==> config.mk <==
export PLATFORM = sky130hd
export DESIGN_NAME = team_06_channel_arbiter
export DESIGN_NICKNAME = d
export VERILOG_FILES = /design/src/rtl/team_06_channel_arbiter.sv
export SDC_FILE = /design/constraint.sdc
export NUM_CORES = 1
export LEC_CHECK = 0
export CAP_MARGIN = 20
export CELL_PAD_IN_SITES_DETAIL_PLACEMENT = 0
export CELL_PAD_IN_SITES_GLOBAL_PLACEMENT = 1
export CORE_MARGIN = 8
export CORE_UTILIZATION = 30
export CTS_CLUSTER_DIAMETER = 150
export CTS_CLUSTER_SIZE = 40
export DETAILED_ROUTE_END_ITERATION = 8
export GPL_ROUTABILITY_DRIVEN = 1
export GPL_TIMING_DRIVEN = 0
export PLACE_DENSITY = 0.62
export SLEW_MARGIN = 20
export SYNTH_ARGS = -nofsm -noshare
export SYNTH_HDL_FRONTEND = slang
export SYNTH_SLANG_ARGS = --single-unit
==> constraint.sdc <==
create_clock -name clk -period 2.2 [get_ports clk]
set_input_delay 0.33 -clock clk [delete_from_list [all_inputs] [get_ports clk]]
set_output_delay 0.33 -clock clk [all_outputs]
set_load 0.05 [all_outputs]
==> src/rtl/team_06_channel_arbiter.sv <==
// -----------------------------------------------------------------------------
// team_06_channel_arbiter
//
// Half-duplex channel arbiter for the team_06 audio path. Each sample it decides
// whether the link transmits (mic -> TALK/HANG) or listens (speaker -> LISTEN).
// It arbitrates push-to-talk, voice-activated talk (noise gate with attack count
// and open/close hysteresis) and incoming speaker audio. A hang time keeps the
// transmitter up between words, and a listen hold keeps the speaker path up
// between incoming phrases.
//
// Optional feature (compile-time macro TEAM_06_TOT_EN): a transmit timeout.
// It counts strobes spent in TALK/HANG, forces IDLE when the count reaches
// TOT_SAMPLES, and locks out PTT/voice activation until PTT is released with
// a quiet noise gate. When the macro is undefined, tot_flag is tied to 0.
//
// Ports:
//   clk           in   system clock
//   nrst          in   asynchronous active-low reset
//   sample_strobe in   one-cycle pulse, mic_aud/spk_aud valid
//   mic_aud[7:0]  in   mic sample magnitude
//   spk_aud[7:0]  in   incoming speaker sample
//   ptt_en        in   push-to-talk level, acts on any cycle
//   ng_en         in   noise-gate / voice-activation enable
//   mute          in   speaker mute (combinational on vol_en)
//   effect        in   voice effect selected
//   state[1:0]    out  IDLE=00, LISTEN=01, TALK=10, HANG=11
//   tx_en         out  transmit path enabled (TALK or HANG)
//   vol_en        out  speaker volume path enabled (IDLE/LISTEN and not muted)
//   eff_en        out  effect block enabled (tx_en and effect)
//   tot_flag      out  timeout lockout active
// -----------------------------------------------------------------------------
module team_06_channel_arbiter #(
  parameter int unsigned      CNT_W          = 16,
  parameter logic [7:0]       THRESH_OPEN    = 8'd64,
  parameter logic [7:0]       THRESH_CLOSE   = 8'd48,
  parameter int unsigned      ATTACK_SAMPLES = 4,
  parameter logic [CNT_W-1:0] HOLD_SAMPLES   = CNT_W'(800),
  parameter logic [CNT_W-1:0] LISTEN_HOLD    = CNT_W'(800),
  parameter logic [CNT_W-1:0] TOT_SAMPLES    = CNT_W'(40000)
) (
  input  logic       clk,
  input  logic       nrst,
  input  logic       sample_strobe,
  input  logic [7:0] mic_aud,
  input  logic [7:0] spk_aud,
  input  logic       ptt_en,
  input  logic       ng_en,
  input  logic       mute,
  input  logic       effect,
  output logic [1:0] state,
  output logic       tx_en,
  output logic       vol_en,
  output logic       eff_en,
  output logic       tot_flag
);

  // Reject configurations the arbiter cannot honour at elaboration time.
  if ((THRESH_CLOSE > THRESH_OPEN) || (ATTACK_SAMPLES < 1) || (HOLD_SAMPLES == '0) ||
      (LISTEN_HOLD == '0) || (TOT_SAMPLES == '0)) begin : g_bad_cfg
    $error("team_06_channel_arbiter: illegal parameter set");
  end

  localparam int unsigned VoxW = $clog2(ATTACK_SAMPLES + 1);
  localparam logic [VoxW-1:0] VoxMax = VoxW'(ATTACK_SAMPLES);

  typedef enum logic [1:0] {
    StIdle   = 2'b00,
    StListen = 2'b01,
    StTalk   = 2'b10,
    StHang   = 2'b11
  } state_e;

  state_e           state_q, state_d;
  logic [VoxW-1:0]  vox_cnt_q, vox_cnt_d, vox_cnt_upd;
  logic [CNT_W-1:0] hold_cnt_q, hold_cnt_d;

  logic mic_open;    // strobe with gate enabled and level at/above the open threshold
  logic mic_close;   // strobe with level below the close threshold
  logic spk_act;
  logic vox_open;
  logic enter_quiet; // transition into IDLE or LISTEN this cycle
  logic lockout;
  logic ptt_ok;
  logic vox_ok;

  // ---------------------------------------------------------------------------
  // Per-sample event qualification
  // ---------------------------------------------------------------------------
  always_comb begin
    mic_open  = sample_strobe && ng_en && (mic_aud >= THRESH_OPEN);
    mic_close = sample_strobe && (mic_aud < THRESH_CLOSE);
    spk_act   = sample_strobe && (spk_aud != 8'd0);

    // Attack count including the sample on this strobe, so the gate opens at
    // the edge that consumes the ATTACK_SAMPLES-th qualifying sample.
    vox_cnt_upd = vox_cnt_q;
    if (sample_strobe) begin
      if (mic_open) begin
        vox_cnt_upd = (vox_cnt_q == VoxMax) ? VoxMax : vox_cnt_q + VoxW'(1);
      end else begin
        vox_cnt_upd = '0;
      end
    end
    vox_open = sample_strobe && (vox_cnt_upd == VoxMax);
  end

  assign ptt_ok = ptt_en && !lockout;
  assign vox_ok = vox_open && !lockout;

`ifdef TEAM_06_TOT_EN
  logic [CNT_W-1:0] tot_cnt_q, tot_cnt_d;
  logic             lockout_q, lockout_d;
  logic             tot_hit;

  assign lockout = lockout_q;
  // Reached when the strobe being consumed would bring the count to TOT_SAMPLES.
  assign tot_hit = sample_strobe && state_q[1] && (tot_cnt_q >= TOT_SAMPLES - CNT_W'(1));
`else
  assign lockout = 1'b0;
`endif

  // ---------------------------------------------------------------------------
  // Next-state logic
  // ---------------------------------------------------------------------------
  always_comb begin
    state_d    = state_q;
    hold_cnt_d = hold_cnt_q;

    unique case (state_q)
      StIdle: begin
        if (ptt_ok) begin
          state_d = StTalk;
        end else if (spk_act) begin
          state_d    = StListen;
          hold_cnt_d = LISTEN_HOLD;
        end else if (vox_ok) begin
          state_d = StTalk;
        end
      end

      StListen: begin
        // Voice activation deliberately has no path out of LISTEN.
        if (ptt_ok) begin
          state_d = StTalk;
        end else if (spk_act) begin
          hold_cnt_d = LISTEN_HOLD;
        end else if (sample_strobe) begin
          if (hold_cnt_q <= CNT_W'(1)) begin
            state_d = StIdle;
          end else begin
            hold_cnt_d = hold_cnt_q - CNT_W'(1);
          end
        end
      end

      StTalk: begin
        // Speaker audio is ignored while talking.
        if (!ptt_en && (!ng_en || mic_close)) begin
          state_d    = StHang;
          hold_cnt_d = HOLD_SAMPLES;
        end
      end

      StHang: begin
        if (ptt_ok) begin
          state_d = StTalk;
        end else if (mic_open) begin
          // Resuming speech skips the attack delay.
          state_d = StTalk;
        end else if (spk_act) begin
          state_d    = StListen;
          hold_cnt_d = LISTEN_HOLD;
        end else if (sample_strobe) begin
          if (hold_cnt_q <= CNT_W'(1)) begin
            state_d = StIdle;
          end else begin
            hold_cnt_d = hold_cnt_q - CNT_W'(1);
          end
        end
      end

      default: begin
        state_d = StIdle;
      end
    endcase

`ifdef TEAM_06_TOT_EN
    // The timeout overrides every other transition.
    if (tot_hit) begin
      state_d = StIdle;
    end
`endif

    enter_quiet = (state_d != state_q) && ((state_d == StIdle) || (state_d == StListen));
    vox_cnt_d   = enter_quiet ? '0 : vox_cnt_upd;
  end

`ifdef TEAM_06_TOT_EN
  always_comb begin
    tot_cnt_d = tot_cnt_q;
    if (enter_quiet) begin
      tot_cnt_d = '0;
    end else if (sample_strobe && state_q[1]) begin
      tot_cnt_d = tot_cnt_q + CNT_W'(1);
    end

    lockout_d = lockout_q;
    if (tot_hit) begin
      lockout_d = 1'b1;
    end else if (lockout_q && !ptt_en && (vox_cnt_q == '0)) begin
      lockout_d = 1'b0;
    end
  end

  always_ff @(posedge clk or negedge nrst) begin
    if (!nrst) begin
      tot_cnt_q <= '0;
      lockout_q <= 1'b0;
    end else begin
      tot_cnt_q <= tot_cnt_d;
      lockout_q <= lockout_d;
    end
  end
`endif

  // ---------------------------------------------------------------------------
  // State registers
  // ---------------------------------------------------------------------------
  always_ff @(posedge clk or negedge nrst) begin
    if (!nrst) begin
      state_q    <= StIdle;
      vox_cnt_q  <= '0;
      hold_cnt_q <= '0;
    end else begin
      state_q    <= state_d;
      vox_cnt_q  <= vox_cnt_d;
      hold_cnt_q <= hold_cnt_d;
    end
  end

  // ---------------------------------------------------------------------------
  // Output decode; tx_en and vol_en are mutually exclusive by construction.
  // ---------------------------------------------------------------------------
  assign state    = state_q;
  assign tx_en    = state_q[1];
  assign vol_en   = !state_q[1] && !mute;
  assign eff_en   = tx_en && effect;
  assign tot_flag = lockout;

endmodule

Yosys cells after proc, flatten, opt, wreduce, memory -nomap -nowiden
Index checks and enable logic that the tools add are counted.
Widths: inputs -> output; s select.
- register bits after elaboration: 21
- bits of input ports: 23
- output and inout port bits: 6
- logic and storage cells: 66
- $add $sub $neg: 2
- $lt $le $gt $ge: 3
- equality and inequality tests: 13
- multiplexer cells: 26
- reduce and logical (&&, ||, !) cells: 19
- operator list (operator ; number):
    $mux 16 ; 9
    $pmux 16 s4 ; 1
    $mux 2 ; 11
    $le 16x1->1 const B ; 1
    $sub 16x1->16 const B ; 1
    $mux 3 ; 4
    $ne 2x2->1 const B ; 6
    $logic_and 1x1->1 ; 9
    $ge 8x7->1 const B ; 1
    $lt 8x6->1 const B ; 1
    $pmux 2 s4 ; 1
    $reduce_bool 8->1 ; 1
    $eq 3x3->1 const B ; 2
    $reduce_and 6->1 ; 1
    $eq 2x1->1 const B ; 2
    $eq 2x2->1 const B ; 2
    $logic_not 1->1 ; 4
    $logic_not 2->1 ; 2
    $add 3x1->3 const B ; 1
    $logic_or 1x1->1 ; 2
    $ne 2x2->1 ; 1

Logic depth before layout (Yosys ltp)
Gate-level depths: netlist of run 1.
- depth after elaboration: 14
- mapped depth: 8
- mapped depth without buffers: 7

Worst setup path after synthesis of run 1
OpenSTA, ideal clock, no wires.
- path kind: reg-to-reg
- start point: reg hold_cnt_q[0]
- end point: reg hold_cnt_q[10]
- library setup time: 0.132 ns
- arrival: 1.942 ns
- setup slack: 0.126 ns
- cell stages (with the launch flop): 8
- path buffers: 0
- path through: dfrtp_1 -> inv_1 -> ha_1 -> or4b_2 -> nor3_2 -> a211oi_1 -> o31ai_1 -> o31ai_1
- word-level cells in the longest chain between the ends: 7
- ends and longest elaborated chain (what ; line ; text):
    from (decl) ; 75 ; logic [CNT_W-1:0] hold_cnt_q, hold_cnt_d;
    from (signal assigned) ; 237 ; hold_cnt_q <= hold_cnt_d;
    $sub 16x1->16 / $le 16x1->1 (equally long branches) ; - ;
    $mux 16 * ; 148, 174 ;
    $mux 16 * ; 147 ; end else if (sample_strobe) begin
    $mux 16 * ; 145 ; end else if (spk_act) begin
    $mux 16 ; 167 ; end else if (mic_open) begin
    $mux 16 ; 165 ; if (ptt_ok) begin
    $pmux 16 s4 * ; 129 ; unique case (state_q)
Mark *: on every way between the ends. The rest lies on a longest branch, timed or not. The select of a mux whose other input is x is not followed.
A chain may end at the register's enable or synchronous reset.

Worst setup path in the final report of run 1
- start point: reg hold_cnt_q[11]
- end point: reg vox_cnt_q[2]
- word-level cells in the longest chain between the ends: 11
- ends and longest elaborated chain (what ; line ; text):
    $le 16x1->1 * ; 148, 174 ;
    $mux 2 * ; 148, 174 ;
    $mux 2 * ; 173 ; end else if (sample_strobe) begin
    $mux 2 ; 170 ; end else if (spk_act) begin
    $mux 2 ; 167 ;
    $mux 2 ; 165 ;
    $pmux 2 s4 * ; 129 ;
    $eq 2x1->1 / $logic_not 2->1 (equally long branches) ; 194 ; enter_quiet = (state_d != state_q) && ((state_d == StIdle) || (state_d == StListen));
    $logic_or 1x1->1 ; 194 ;
    $logic_and 1x1->1 * ; 194 ;
    $mux 3 * ; 195 ; vox_cnt_d = enter_quiet ? '0 : vox_cnt_upd;
    named net vox_cnt_d[2] ; 74 ; logic [VoxW-1:0] vox_cnt_q, vox_cnt_d, vox_cnt_upd;
    to (signal assigned) ; 236 ; vox_cnt_q <= vox_cnt_d;
    to (decl) ; 74 ;
Mark *: on every way through the listed nets, which the timed path passes. The rest lies on a longest branch.

==> Implementation_results.wiki, run 1 <==
{| class="wikitable"
! Metric !! Value
|-
| Status || complete, no violations
|-
| Nets || 242
|-
| Slowest Stage Delay on Critical Path || about 540 ps
|-
| VDD IR-drop max || 280 µV
|-
| Clock sink total || 21
|-
| PortBufs || 21
|-
| Unrepaired setup endpoints after global routing || yes
|-
| Number of standard cells after synthesis || 180
|-
| Clock network latency to the later pin of the worst-skew pair || 260 ps
|-
| Most common cell after layout, fill and taps aside || sky130_fd_sc_hd__dfrtp_1
|-
| Detailed-route wire length || 4910 µm
|-
| Die H || just under 90 µm
|-
| Net count of the mapped netlist || 207
|-
| Maximum frequency from static timing analysis || 466 MHz
|-
| Detailed router's first-iteration violation count || 116
|-
| Worst setup skew after layout || 2.29 ps
|-
| Global-route usage over all layers || 13.0%
|-
| Required time at the endpoint of the critical path || around 2300 ps
|-
| I/O pin count || 29
|-
| Cell area after synthesis || 1590 µm²
|-
| Proportion of synthesized chip area in sequential cells || 33.0%
|-
| Distinct cell type count after synthesis || between 50 and 60
|-
| Worst hold path type || in2async
|-
| Via count of the first global-routing pass || 1,578
|-
| Buffer cell driving the clock tree root || sky130_fd_sc_hd__clkbuf_8
|-
| Signed area change from the synthesized netlist to the final layout || 32.2%
|-
| Cell type of the slowest stage on the worst timing path || sky130_fd_sc_hd__or4_1
|-
| Wire length per cell || 17.3 µm
|-
| Worst hold-check slack || 24.8 ps
|-
| Post-synth top area share || between 30% and 40%
|-
| Pleak || between 0.8 and 0.9 nW
|-
| Number of enable flip-flop cells after synthesis || 0
|-
| Standard-cell row count || 26
|-
| Chip Width || ~90 µm
|-
| Final hold viol count || 0
|-
| Share of post-route cells with drive strength above 1 || 22.0%
|-
| Fin crit period || 2140 ps
|-
| Transition time at the pin with the least slew margin || 755 ps
|-
| Initial core utilization || 31.2%
|-
| Initial antenna violation count || 0
|-
| Crit share post-route || 97.5%
|-
| Critical path data arrival time || approximately 2300 ps
|-
| # H-tree levels || 1
|-
| Maximum buffer depth of the clock tree || 2
|-
| DRC violation count after routing || 0
|-
| Avg Synthesized Cell Area || 8.85 µm²
|-
| Primary flip-flop cell chosen by synthesis mapping || sky130_fd_sc_hd__dfrtp_1
|-
| Relative max-transition margin || between 40% and 50%
|-
| Worst-path maximum fanout || 6
|-
| Die Area || 7900 µm²
|-
| Synth Warn # || 0
|-
| Number of synthesized register bits || 21
|-
| Count of final setup violators || 0
|-
| Power density over cell area || 761 nW/µm²
|-
| Cell occurring most often along the worst timing path || sky130_fd_sc_hd__buf_6
|-
| Core region area || 5110 µm²
|-
| Number of max-capacitance violations reported || 0
|-
| CTS tree || built
|-
| Cell-by-cell listing of the critical path || or4_1 -> buf_6 -> nor4_4 -> buf_6 -> nand4_1 -> a211oi_2 -> a221oi_2
|-
| Overall Power || 0.00160 W
|-
| Routed vias || 1,579
|-
| Pin count of the biggest net entering global routing || 22
|-
| Final core area utilization || between 40% and 50%
|-
| Half-perimeter wire length after detailed placement || 3560 µm
|-
| Most frequent cells in the layout || 21 x sky130_fd_sc_hd__dfrtp_1, 18 x sky130_fd_sc_hd__clkdlybuf4s50_1, 12 x sky130_fd_sc_hd__nand2_1, 12 x sky130_fd_sc_hd__o31ai_1
|-
| Clock slew seen by the registers of the worst setup and hold paths || 80 ps
|-
| Via density || 5.56
|-
| First-pass iteration count of the detailed router || 4
|-
| Area contributors post-synth || sky130_fd_sc_hd__dfrtp_1 33%, sky130_fd_sc_hd__o31ai_1 5.7%, sky130_fd_sc_hd__or4_1 3.3%, sky130_fd_sc_hd__a21oi_1 3.1%, sky130_fd_sc_hd__ha_1 3.1%
|-
| Worst Setup Path Type || reg2reg
|-
| Leading area contributor after synthesis || sky130_fd_sc_hd__dfrtp_1
|-
| Leftover overflow at the end of global routing || 0
|-
| Antenna diode instance count || 0
|-
| Remaining antenna violation count after routing || 0
|-
| Global-route wire length before repair || 8000 µm
|-
| Final Wtd Congestion || 0.812
|-
| Element type at the critical path end || register
|-
| Inserted Clock Buffers || 3
|-
| Final Max Tran Viols || 0
|-
| CP startpoint kind || register
|-
| Share of flip-flops with an asynchronous set or reset || 100%
|}
-- routing by layer --
metal  vias to the layer above  wire length [µm]  global-route usage (%)
li1                        783                 -                       -
met3                         2               226                    2.51
met2                        39              2380                    21.0
met5                         -                 0                       0
met1                       755              2280                    17.3
met4                         0                13                    2.61
-- flip-flops by register name, indices dropped and copies added (netlist names) --
name	flops
hold_cnt_q	16
vox_cnt_q	3
state	2
-- synthesized netlist by cell type, types with 4 or more instances --
library cell,n
sky130_fd_sc_hd__dfrtp_1,21
sky130_fd_sc_hd__nand2_1,12
sky130_fd_sc_hd__o31ai_1,12
sky130_fd_sc_hd__a21oi_1,10
sky130_fd_sc_hd__inv_1,10
sky130_fd_sc_hd__o21ai_0,9
sky130_fd_sc_hd__nor2_1,8
sky130_fd_sc_hd__a31oi_1,7
sky130_fd_sc_hd__nor3_1,7
sky130_fd_sc_hd__or4_1,7
sky130_fd_sc_hd__a211oi_1,6
sky130_fd_sc_hd__clkbuf_1,6
sky130_fd_sc_hd__o21ai_1,6
sky130_fd_sc_hd__ha_1,4
-- area by class of cell --
| class | count | area, µm² |
|---|---|---|
| fill | 526 | 3000 |
| multi-input combinational | 138 | 1060 |
| sequential | 21 | 526 |
| timing repair buffer | 30 | 275 |
| tap | 70 | 87.6 |
| buffer | 11 | 72.6 |
| clock buffer | 4 | 45.0 |
| inverter | 10 | 37.5 |
-- worst paths after layout --
check                               start             end  slack [ps]  cells after the start
max reg2reg                hold_cnt_q[11]    vox_cnt_q[2]          60                      7
min                                  nrst    vox_cnt_q[2]          20                      1
min in group clk            sample_strobe    vox_cnt_q[2]         390                      2
max                        hold_cnt_q[11]    vox_cnt_q[2]          60                      7
min reg2reg                hold_cnt_q[15]  hold_cnt_q[15]         480                      1
max in group asynchronous            nrst   hold_cnt_q[1]        1830                      1
-- repair_timing --
action / 4_1_cts / 5_1_grt
pin swaps: 6 / 11
setup buffers: 7 / 2
gates resized for setup: 12 / 19
hold buffers: 0 / 0
endpoints found under the setup margin: 19 / 18
cloned: 0 / 0
-- through the flow --
stage                     area [µm²]  TNS [ps]  cells  setup slack (ps)
after floorplan                 1590         0    180               126
after global placement          1890     -5850    271              -418
after detailed placement        1890     -6130    271              -447
after CTS                       2020     -18.7    282             -11.0
after global routing            2110     -69.5    284             -27.9
final                           2110         0    284              55.7
-- worst max-delay path, delay by kind of cell (launching register included) --
kind                   cells  cell delay [ps]
buffers and inverters      2              320
DFF                        1              390
and+or+nand+nor            3              800
AOI/OAI and AO/OA          2              490
-- kinds of logic (layout without fill, tap and decap cells) --
group           count (synthesis)  after routing  share of synthesized area (%)
compound gates                 76             76                           35.7
xor+xnor                        1              1                          0.550
fa+ha+maj                       4              4                           3.14
buf+inv                        21             55                           6.05
flops                          21             21                           33.0
other cells                     1              1                          0.235
simple gates                   56             56                           21.4
-- where the power goes --
part	total, W	internal, W	switching, W
clock	0.000258	0.000129	0.000129
sequential	0.000541	0.000443	0.0000981
combinational	0.000804	0.000315	0.000489
Note: power is estimated with default switching activity, not from simulation.
==> inputs of run 2 (changes only) <==
--- a/config.mk
+++ b/config.mk
@@ -5,6 +5,7 @@
 export SDC_FILE = /design/constraint.sdc
 export NUM_CORES = 1
 export LEC_CHECK = 0
+export ABC_CLOCK_PERIOD_IN_PS = 2200
 export CAP_MARGIN = 20
 export CELL_PAD_IN_SITES_DETAIL_PLACEMENT = 0
 export CELL_PAD_IN_SITES_GLOBAL_PLACEMENT = 1
@@ -15,6 +16,7 @@
 export DETAILED_ROUTE_END_ITERATION = 8
 export GPL_ROUTABILITY_DRIVEN = 1
 export GPL_TIMING_DRIVEN = 0
+export MAX_ROUTING_LAYER = met4
 export PLACE_DENSITY = 0.62
 export SLEW_MARGIN = 20
 export SYNTH_ARGS = -nofsm -noshare
==> Implementation_results.wiki, run 2 (synthesis gave the netlist of run 1 again) <==
{| class="wikitable"
! Metric !! Value
|-
| Worst hold-check slack || 25.5 ps (was 24.8 ps)
|-
| Final core area utilization || 41.2% (unchanged)
|-
| Fillers || 526 (unchanged)
|-
| Remaining antenna violation count after routing || 0 (unchanged)
|-
| Clock sink total || 21 (unchanged)
|-
| Setup WS post-layout || 53.4 ps (was 55.7 ps)
|-
| Most frequent cells in the layout || 21 x sky130_fd_sc_hd__dfrtp_1, 18 x sky130_fd_sc_hd__clkdlybuf4s50_1, 12 x sky130_fd_sc_hd__nand2_1, 12 x sky130_fd_sc_hd__o31ai_1 (unchanged)
|-
| Detailed-route wire length || 4900 µm (was 4910 µm)
|-
| Critical path data arrival time || 2260 ps (was 2250 ps)
|-
| Top Family by Delay on Critical Path || simple AND/OR/NAND/NOR gates (unchanged)
|-
| Via density || 5.56 (about the same)
|-
| Half-perimeter wire length after detailed placement || 3560 µm (unchanged)
|-
| Required time at the endpoint of the critical path || 2310 ps (about the same)
|-
| Final Max Tran Viols || 0 (unchanged)
|-
| Wire length per cell || 17.3 µm (about the same)
|-
| I/O pin count || 29 (unchanged)
|-
| Die H || 88.9 µm (unchanged)
|-
| CTS tree || built (unchanged)
|-
| Fin crit period || 2150 ps (was 2140 ps)
|-
| Initial antenna violation count || 0 (unchanged)
|-
| Antenna diode instance count || 0 (unchanged)
|-
| Clock network latency to the later pin of the worst-skew pair || 260 ps (about the same)
|-
| Final hold viol count || 0 (unchanged)
|-
| Share of post-route cells with drive strength above 1 || 22.0% (unchanged)
|-
| Reg2reg setup slack || 50 ps (was 60 ps)
|-
| Global-route usage over all layers || 13.3% (was 13.0%)
|-
| Cell-by-cell listing of the critical path || or4_1 -> buf_6 -> nor4_4 -> buf_6 -> nand4_1 -> a211oi_2 -> a221oi_2 (unchanged)
|-
| Element type at the critical path end || register (unchanged)
|-
| Pin count of the biggest net entering global routing || 22 (unchanged)
|-
| Worst setup path start || hold_cnt_q[11] (unchanged)
|-
| Largest register FFs || 16 (unchanged)
|-
| Number of max-capacitance violations reported || 0 (unchanged)
|-
| Signed area change from the synthesized netlist to the final layout || 32.2% (unchanged)
|-
| Relative max-transition margin || 49.0% (about the same)
|-
| Critical path buffers and inverters || 2 (unchanged)
|-
| CP startpoint kind || register (unchanged)
|-
| Buffer cell driving the clock tree root || sky130_fd_sc_hd__clkbuf_8 (unchanged)
|-
| Standard-cell row count || 26 (unchanged)
|-
| Pleak || 0.807 nW (unchanged)
|-
| Cell type of the slowest stage on the worst timing path || sky130_fd_sc_hd__or4_1 (unchanged)
|-
| Detailed router's first-iteration violation count || 125 (was 116)
|-
| Count of final setup violators || 0 (unchanged)
|-
| Worst setup slack after placement || -447 ps (unchanged)
|-
| First-pass iteration count of the detailed router || 4 (unchanged)
|-
| Via count of the first global-routing pass || 1,579 (was 1,578)
|-
| Hold bufs inserted after CTS || 0 (unchanged)
|-
| DRC violation count after routing || 0 (unchanged)
|-
| Largest register by flop count || hold_cnt_q (unchanged)
|-
| Nets || 242 (unchanged)
|-
| # H-tree levels || 1 (unchanged)
|-
| Cell occurring most often along the worst timing path || sky130_fd_sc_hd__buf_6 (unchanged)
|-
| Critical register-to-register path startpoint || hold_cnt_q[11] (unchanged)
|-
| Chip Width || 88.9 µm (unchanged)
|-
| Worst hold path type || in2async (unchanged)
|-
| Worst-path maximum fanout || 6 (unchanged)
|-
| VDD IR-drop max || 281 µV (was 280 µV)
|-
| Maximum frequency from static timing analysis || 466 MHz (about the same)
|-
| PortBufs || 21 (unchanged)
|-
| Most common cell after layout, fill and taps aside || sky130_fd_sc_hd__dfrtp_1 (unchanged)
|-
| End of the worst register-to-register path || vox_cnt_q[2] (unchanged)
|-
| Core region area || 5110 µm² (unchanged)
|-
| Leftover overflow at the end of global routing || 0 (unchanged)
|-
| Initial core utilization || 31.2% (unchanged)
|-
| Overall Power || 0.00161 W (was 0.00160 W)
|-
| Clock slew seen by the registers of the worst setup and hold paths || 80 ps (about the same)
|-
| Status || complete, no violations (unchanged)
|-
| Transition time at the pin with the least slew margin || 755 ps (about the same)
|-
| Worst Setup Path Type || reg2reg (unchanged)
|-
| Slowest Stage Delay on Critical Path || 540 ps (about the same)
|-
| Global-route wire length before repair || 8000 µm (unchanged)
|-
| Inserted Clock Buffers || 3 (unchanged)
|-
| Crit share post-route || 97.6% (was 97.5%)
|-
| Count of cells along the worst register-to-register path || 7 (unchanged)
|-
| Power density over cell area || 763 nW/µm² (was 761 nW/µm²)
|-
| Final Wtd Congestion || 0.824 (was 0.812)
|-
| Worst setup skew after layout || 3.31 ps (was 2.29 ps)
|-
| Routed vias || 1,580 (was 1,579)
|-
| Die Area || 7900 µm² (unchanged)
|-
| Maximum buffer depth of the clock tree || 2 (unchanged)
|-
| Unrepaired setup endpoints after global routing || yes (unchanged)
|}
==> run 2: layer usage <==
layer	part of all wire (%)	track usage [%]	vias to the layer above
li1	-	-	784
met1	47	17.4	754
met2	49	21.0	40
met3	4.0	2.32	2
met4	0.27	2.61	0
met5	0	-	-
==> run 2: how the worst max path moves through the flow <==
stage                                end  slack, ps  cells after the start
after floorplan           hold_cnt_q[10]        130                      7
after global placement    hold_cnt_q[15]       -420                      7
after detailed placement  hold_cnt_q[13]       -450                      7
after CTS                  hold_cnt_q[3]        -10                      7
after global routing      hold_cnt_q[12]        -30                      7
final                       vox_cnt_q[2]         50                      7
==> run 2: area by class of cell <==
cell class | instances | area, µm² | share of cell area [%]
plain buffers | 11 | 72.6 | 3.45
clock buffers | 4 | 45.0 | 2.14
inverters | 10 | 37.5 | 1.78
multi-input cells | 138 | 1060 | 50.4
flip-flops and latches | 21 | 526 | 25.0
well taps | 70 | 87.6 | 4.16
repair buffers | 30 | 275 | 13.1
==> run 2: per-stage QoR <==
stage,TNS [ps],cells,area [µm²]
2_1_floorplan,0,180,1590
3_3_place_gp,-5850,271,1890
3_5_place_dp,-6130,271,1890
4_1_cts,-18.7,282,2020
5_1_grt,-69.5,284,2110
6_report,0,284,2110
==> run 2: repair_timing <==
item | in CTS | in global routing
setup buffers | 7 | 2
resized for setup | 12 | 19
pin swaps | 6 | 11
endpoints found under the setup margin | 19 | 18
==> run 2: power breakdown <==
group          internal (W)  switching, W  total [W]
registers          0.000443     0.0000984   0.000542
logic              0.000315      0.000491   0.000806
clock network      0.000129      0.000130   0.000259
total              0.000887      0.000719    0.00161
